--- config.mk ---
export PLATFORM = sky130hd
export DESIGN_NAME = demux_stream_sched
export DESIGN_NICKNAME = d
export VERILOG_FILES = /design/src/rtl/demux_pkg.sv /design/src/rtl/demux_rr_pick.sv /design/src/rtl/demux_stream_sched.sv
export SDC_FILE = /design/constraint.sdc
export NUM_CORES = 1
export LEC_CHECK = 0
export ABC_AREA = 1
export CORE_UTILIZATION = 49
export CTS_BUF_LIST = sky130_fd_sc_hd__clkbuf_8
export DETAILED_ROUTE_END_ITERATION = 8
export PLACE_DENSITY = 0.86
export SLEW_MARGIN = 20
export SYNTH_ARGS = -nofsm -noshare
export SYNTH_HDL_FRONTEND = slang
export SYNTH_SLANG_ARGS = --single-unit
export TNS_END_PERCENT = 30
--- constraint.sdc ---
create_clock -name clk -period 2.2 [get_ports clk]
set_input_delay 0.33 -clock clk [delete_from_list [all_inputs] [get_ports clk]]
set_output_delay 0.33 -clock clk [all_outputs]
set_load 0.02 [all_outputs]
--- src/rtl/demux_pkg.sv ---
// Shared types and the circular channel scan used by the stream scheduler.
package demux_pkg;

    localparam int NCH = 4;

    typedef logic [1:0] ch_t;

    typedef enum logic {
        EMPTY = 1'b0,
        FULL  = 1'b1
    } state_t;

    // First enabled channel after `from` (from+1, from+2, from+3); `from` itself if none.
    function automatic ch_t next_en(input ch_t from, input logic [NCH-1:0] mask);
        ch_t c;
        next_en = from;
        for (int i = NCH - 1; i >= 1; i--) begin
            c = from + ch_t'(i);
            if (mask[c]) next_en = c;
        end
    endfunction

endpackage

--- src/rtl/demux_rr_pick.sv ---
// Rotate-priority picker: target channel for the next word and the channel after it.
module demux_rr_pick
    import demux_pkg::*;
(
    input  ch_t            ptr,
    input  logic [NCH-1:0] en_mask,
    output ch_t            tgt,
    output ch_t            nxt,
    output logic           any_en,
    output logic           ptr_hit
);

    assign ptr_hit = en_mask[ptr];
    assign tgt     = ptr_hit ? ptr : next_en(ptr, en_mask);
    assign nxt     = next_en(tgt, en_mask);
    assign any_en  = |en_mask;

endmodule

--- src/rtl/demux_stream_sched.sv ---
// One-word output register feeding the 4-way demux, channels chosen round-robin in bursts.
module demux_stream_sched
    import demux_pkg::*;
#(
    parameter int DW    = 8,
    parameter int BURST = 4
) (
    input  logic           clk,
    input  logic           rst_n,
    input  logic [NCH-1:0] en_mask,
    input  logic           in_valid,
    input  logic [DW-1:0]  in_data,
    output logic           in_ready,
    output logic [NCH-1:0] out_valid,
    output logic [DW-1:0]  out_data,
    input  logic [NCH-1:0] out_ready,
    output logic [1:0]     sel,
    output logic           burst_done
);

    localparam int            BW        = (BURST > 1) ? $clog2(BURST) : 1;
    localparam logic [BW-1:0] BEAT_LAST = BW'(BURST - 1);

    state_t         state, state_nxt;
    logic [DW-1:0]  data_q;
    ch_t            ch_q, ptr, tgt, nxt;
    logic           last_q;
    logic [BW-1:0]  beat, eff_beat;
    logic           any_en, ptr_hit, full, acc, dlv, is_last;

    demux_rr_pick u_pick (
        .ptr     (ptr),
        .en_mask (en_mask),
        .tgt     (tgt),
        .nxt     (nxt),
        .any_en  (any_en),
        .ptr_hit (ptr_hit)
    );

    assign full     = (state == FULL);
    assign dlv      = full & out_ready[ch_q];
    assign in_ready = rst_n & any_en & (!full | out_ready[ch_q]);
    assign acc      = in_valid & in_ready;

    // A skipped pointer channel starts a fresh burst on the substitute.
    assign eff_beat = ptr_hit ? beat : '0;
    assign is_last  = (eff_beat == BEAT_LAST);

    always_comb begin
        state_nxt = state;
        case (state)
            EMPTY:   if (acc) state_nxt = FULL;
            FULL:    if (dlv && !acc) state_nxt = EMPTY;
            default: state_nxt = EMPTY;
        endcase
    end

    always_ff @(posedge clk or negedge rst_n) begin
        if (!rst_n) state <= EMPTY;
        else        state <= state_nxt;
    end

    always_ff @(posedge clk or negedge rst_n) begin
        if (!rst_n) begin
            data_q     <= '0;
            ch_q       <= '0;
            last_q     <= 1'b0;
            ptr        <= '0;
            beat       <= '0;
            burst_done <= 1'b0;
        end else begin
            burst_done <= dlv & last_q;
            if (acc) begin
                data_q <= in_data;
                ch_q   <= tgt;
                last_q <= is_last;
                if (is_last) begin
                    beat <= '0;
                    ptr  <= nxt;
                end else begin
                    beat <= eff_beat + 1'b1;
                    ptr  <= tgt;
                end
            end
        end
    end

    always_comb begin
        out_valid = '0;
        if (full) out_valid[ch_q] = 1'b1;
    end

    assign out_data = data_q;
    assign sel      = ch_q;

endmodule

==> results.rst <==
.. list-table::
   :header-rows: 1

   * - Metric
     - Value
   * - Die area
     - 0.00274 mm²
   * - Number of synthesized flops with an enable pin
     - 0
   * - Width of the die
     - 52.4 µm
   * - Detail-routed via count per cell
     - 5.69
   * - Met1 routed wirelength after detailed routing
     - approximately 1700 µm
   * - I/O Buffers
     - 34
   * - Final period utilization
     - 0.967
   * - Core region area
     - 0.00230 mm²
   * - Antenna cells
     - 0
   * - Number of clock sinks
     - 17
   * - Via count of the first global-routing pass
     - 1,315
   * - Cell count after synthesis
     - between 150 and 200
   * - Total track usage
     - 0.289
   * - Top metal layer carrying routed signals
     - met4
   * - Total number of yosys warnings
     - 0
   * - Post-DR wirelength/cell
     - 16.1 µm
   * - Leading area contributor after synthesis
     - sky130_fd_sc_hd__dfrtp_1
   * - Worst-path fanout max
     - 8
   * - Internal power summed over all cells
     - 1.49 mW
   * - Synth unique cells
     - 24
   * - Endpoint class of the critical path
     - register
   * - Share of total power in the clock network
     - 0.073
   * - Initial DRC Count
     - 99
   * - Total Negative Setup Slacks
     - 0 ps
   * - Total number of vias
     - approximately 1,500
   * - Path type of the worst setup path
     - register to register
   * - Share of total power in combinational logic
     - 0.744
   * - Setup Skew
     - 4.35 ps
   * - Nets@finish
     - 264
   * - Post-Synthesis Mean Instance Area
     - 6.76 µm²
   * - 1st-pass router iterations
     - 5
   * - Number of rows in the core area
     - 17
   * - Overflow left after global routing
     - 0
   * - Max cap viols
     - 0
   * - Hold Fails Final Rpt
     - 0
   * - Register area share after synthesis
     - 0.342
   * - Number of CTS-inserted buffers
     - 3
   * - Endpoints failing setup
     - 0
   * - TritonCTS clock tree
     - done
   * - Register bit count reported by yosys
     - 17
   * - Routed wl met3
     - 235 µm
   * - Number of filler instances in the final layout
     - 139
   * - Data arrival time at the worst-slack endpoint
     - 2280 ps
   * - Layout overhead on the synthesized area
     - 53.8%
   * - Number of buffers on the longest clock path
     - 2
   * - Global-route wire length before repair
     - 5640 µm
   * - Power per Cell Area
     - 1670 mW/mm²
   * - Fraction of layout cells with a size suffix above 1
     - 0.309
   * - Antenna viol nets, final
     - 0
   * - Drt drc
     - 0
   * - Total of hold buffers inserted after clock tree synthesis
     - 0
   * - Chain of cells forming the critical path
     - inv_8, nand2_2, nand2_2, nand2_1, nand2_1, inv_2, nand2_4, nand3_4, nand2_8, nand2_1, nand3_1, nand2_1, o21ai_2, nand2_1, nand2_1, a21oi_2
   * - Final Cell Area
     - 0.00191 mm²
   * - Async set-or-reset flop fraction in the synthesized netlist
     - 1.00
   * - Synthesized cell area
     - 0.00124 mm²
   * - Required time reported for the critical path endpoint
     - 2350 ps
   * - Detail Placement HPWL
     - 2620 µm
   * - Net switching power
     - between 1.5 and 2 mW
   * - Final-report max-slew violation count
     - 0
   * - Worst-path clk slew
     - about 70 ps
   * - Final wirelength
     - 4360 µm
   * - Top-count cell post-synth
     - sky130_fd_sc_hd__nand2_1
   * - Hold WC Path Type
     - primary input to asynchronous set/reset pin
   * - Top cell types by occurrence after synthesis
     - 78 x sky130_fd_sc_hd__nand2_1, 20 x sky130_fd_sc_hd__nand3_1, 18 x sky130_fd_sc_hd__inv_1
   * - Antenna violations before repair
     - 0
   * - Cell types with the largest area share after synthesis
     - sky130_fd_sc_hd__dfrtp_1 34%, sky130_fd_sc_hd__nand2_1 24%, sky130_fd_sc_hd__nand3_1 8.0%
   * - Number of levels the H-tree was split into
     - 1
   * - Latest clock arrival within the worst-skew pair
     - 260 ps
   * - Status
     - finished clean
   * - CTS root buf
     - sky130_fd_sc_hd__clkbuf_8
   * - Lkg Pwr
     - around 1.0 nW
   * - Slew at the pin closest to its max-slew limit
     - 355 ps
   * - Critical Path Most Common Cell
     - sky130_fd_sc_hd__nand2_1
   * - Routability Congestion
     - 0.920
   * - Bufs and invs on worst path
     - 2
   * - Initial standard-cell utilization of the core
     - 0.541
   * - Flip-flop cell with the highest count after synthesis
     - sky130_fd_sc_hd__dfrtp_1
   * - Maximum clock frequency
     - 470 MHz
   * - Syn Nets
     - 204
   * - Shortest period the worst path allows
     - about 2100 ps
   * - Slowest cell on crit path
     - sky130_fd_sc_hd__dfrtp_2
   * - Die Height
     - 52.4 µm
   * - Delay contributed by the slowest stage of the critical path
     - 500 ps
   * - Relative slew slack
     - 0.763
   * - Maximum ir drop on the vdd rail
     - 0.00124 V
   * - Placed Instance Area
     - 0.00174 mm²
   * - Amount of wire on met2 after detailed routing
     - 2270 µm
   * - IO Count
     - 35
   * - Dominant delay contributor by cell family on the critical path
     - simple AND/OR/NAND/NOR gates
   * - Relative contribution of sequential cells to total power
     - 0.183
   * - Yosys top cell area share
     - 0.342
   * - Largest net degree at the start of global routing
     - 18
   * - Switching power share of the total
     - 0.532
   * - Startpoint types
     - register
final cells by class:
| class | instances | area, µm² | area share |
|---|---|---|---|
| Multi-Input combinational cell | 144 | 802 | 0.419 |
| Timing Repair Buffer | 55 | 507 | 0.265 |
| Clock inverter | 1 | 3.75 | 0.00196 |
| Tap cell | 28 | 35.0 | 0.0183 |
| Clock buffer | 3 | 41.3 | 0.0216 |
| Sequential cell | 17 | 428 | 0.224 |
| Inverter | 23 | 96.3 | 0.0504 |
layout by cell type (no fill, tap or decap), types with 4 or more instances in the layout:
master / instances
sky130_fd_sc_hd__inv_1: 19
sky130_fd_sc_hd__nand3_1: 17
sky130_fd_sc_hd__nand2_2: 28
sky130_fd_sc_hd__nand2_1: 64
sky130_fd_sc_hd__buf_4: 21
sky130_fd_sc_hd__nor2_1: 5
sky130_fd_sc_hd__nand3_2: 6
sky130_fd_sc_hd__dfrtp_1: 15
sky130_fd_sc_hd__nand2_4: 4
sky130_fd_sc_hd__clkdlybuf4s50_1: 29
sky130_fd_sc_hd__dlymetal6s2s_1: 4
sky130_fd_sc_hd__nor3_1: 4
kinds of logic (layout without fill, tap and decap cells):
| group | after synthesis | count (layout) | synth area share |
|---|---|---|---|
| fa+ha+maj | 1 | 1 | 0.0101 |
| flops | 17 | 17 | 0.342 |
| buf+inv | 26 | 82 | 0.0905 |
| simple gates | 130 | 133 | 0.497 |
| compound gates | 10 | 10 | 0.0604 |
through the flow:
| step | std cells | total power [mW] | hold slack, ps | setup WS, ps | util |
|---|---|---|---|---|---|
| 2_1_floorplan | 184 | 1.92 | 34.4 | 314 | - |
| 3_3_place_gp | 262 | 2.47 | 463 | -62.4 | 0.759 |
| 3_5_place_dp | 262 | 2.58 | 464 | -253 | 0.759 |
| 4_1_cts | 266 | 2.83 | 437 | 10.4 | 0.778 |
| 5_1_grt | 271 | 3.39 | 468 | -36.6 | 0.833 |
| 6_report | 271 | 3.19 | 438 | 72.5 | 0.833 |
path summary, 6_finish.rpt:
path                                   from           to  slack (ps)  depth (start not counted)
worst min register to register  out_data[1]  out_data[1]         500                          2
worst max register to register       ptr[0]       ptr[0]          70                         16
worst max-delay path                 ptr[0]       ptr[0]          70                         16
worst min-delay path                  rst_n         full         440                          2
min in group clk                out_data[1]  out_data[1]         500                          2
max in group asynchronous             rst_n       ptr[1]        1550                          2
worst register-to-register path, delay by kind of cell, from the launching register on:
family                 cells  cell delay, ps
DFF                        1             500
and+or+nand+nor           12            1100
AOI/OAI and AO/OA          2             230
buffers and inverters      2             180
layer usage:
| layer | track usage | vias up |
|---|---|---|
| li1 | - | 695 |
| met1 | 0.321 | 726 |
| met2 | 0.517 | 95 |
| met3 | 0.0580 | 25 |
| met4 | 0.145 | 0 |
| met5 | 0 | - |
power by group through the flow:
stage / logic (mW) / registers (mW) / clock network [mW]
floorplan: 1.30 / 0.622 / 0
global placement: 1.91 / 0.557 / 0
detailed placement: 2.02 / 0.562 / 0
CTS: 2.03 / 0.561 / 0.234
global route: 2.55 / 0.597 / 0.245
finish: 2.38 / 0.585 / 0.233
repair_timing:
| action | in CTS | in global routing |
|---|---|---|
| cloned | 0 | 3 |
| gates resized for setup | 1 | 28 |
| pin swaps | 0 | 16 |
| buffers inserted | 0 | 2 |
| setup endpoints to repair | 1 | 2 |
registers in the layout (all words and copies together), names as in the netlist:
register    cells
burst_done      1
out_data        8
last_q          1
sel             2
ptr             2
full            1
beat            2
(Power assumes the default switching activity.)
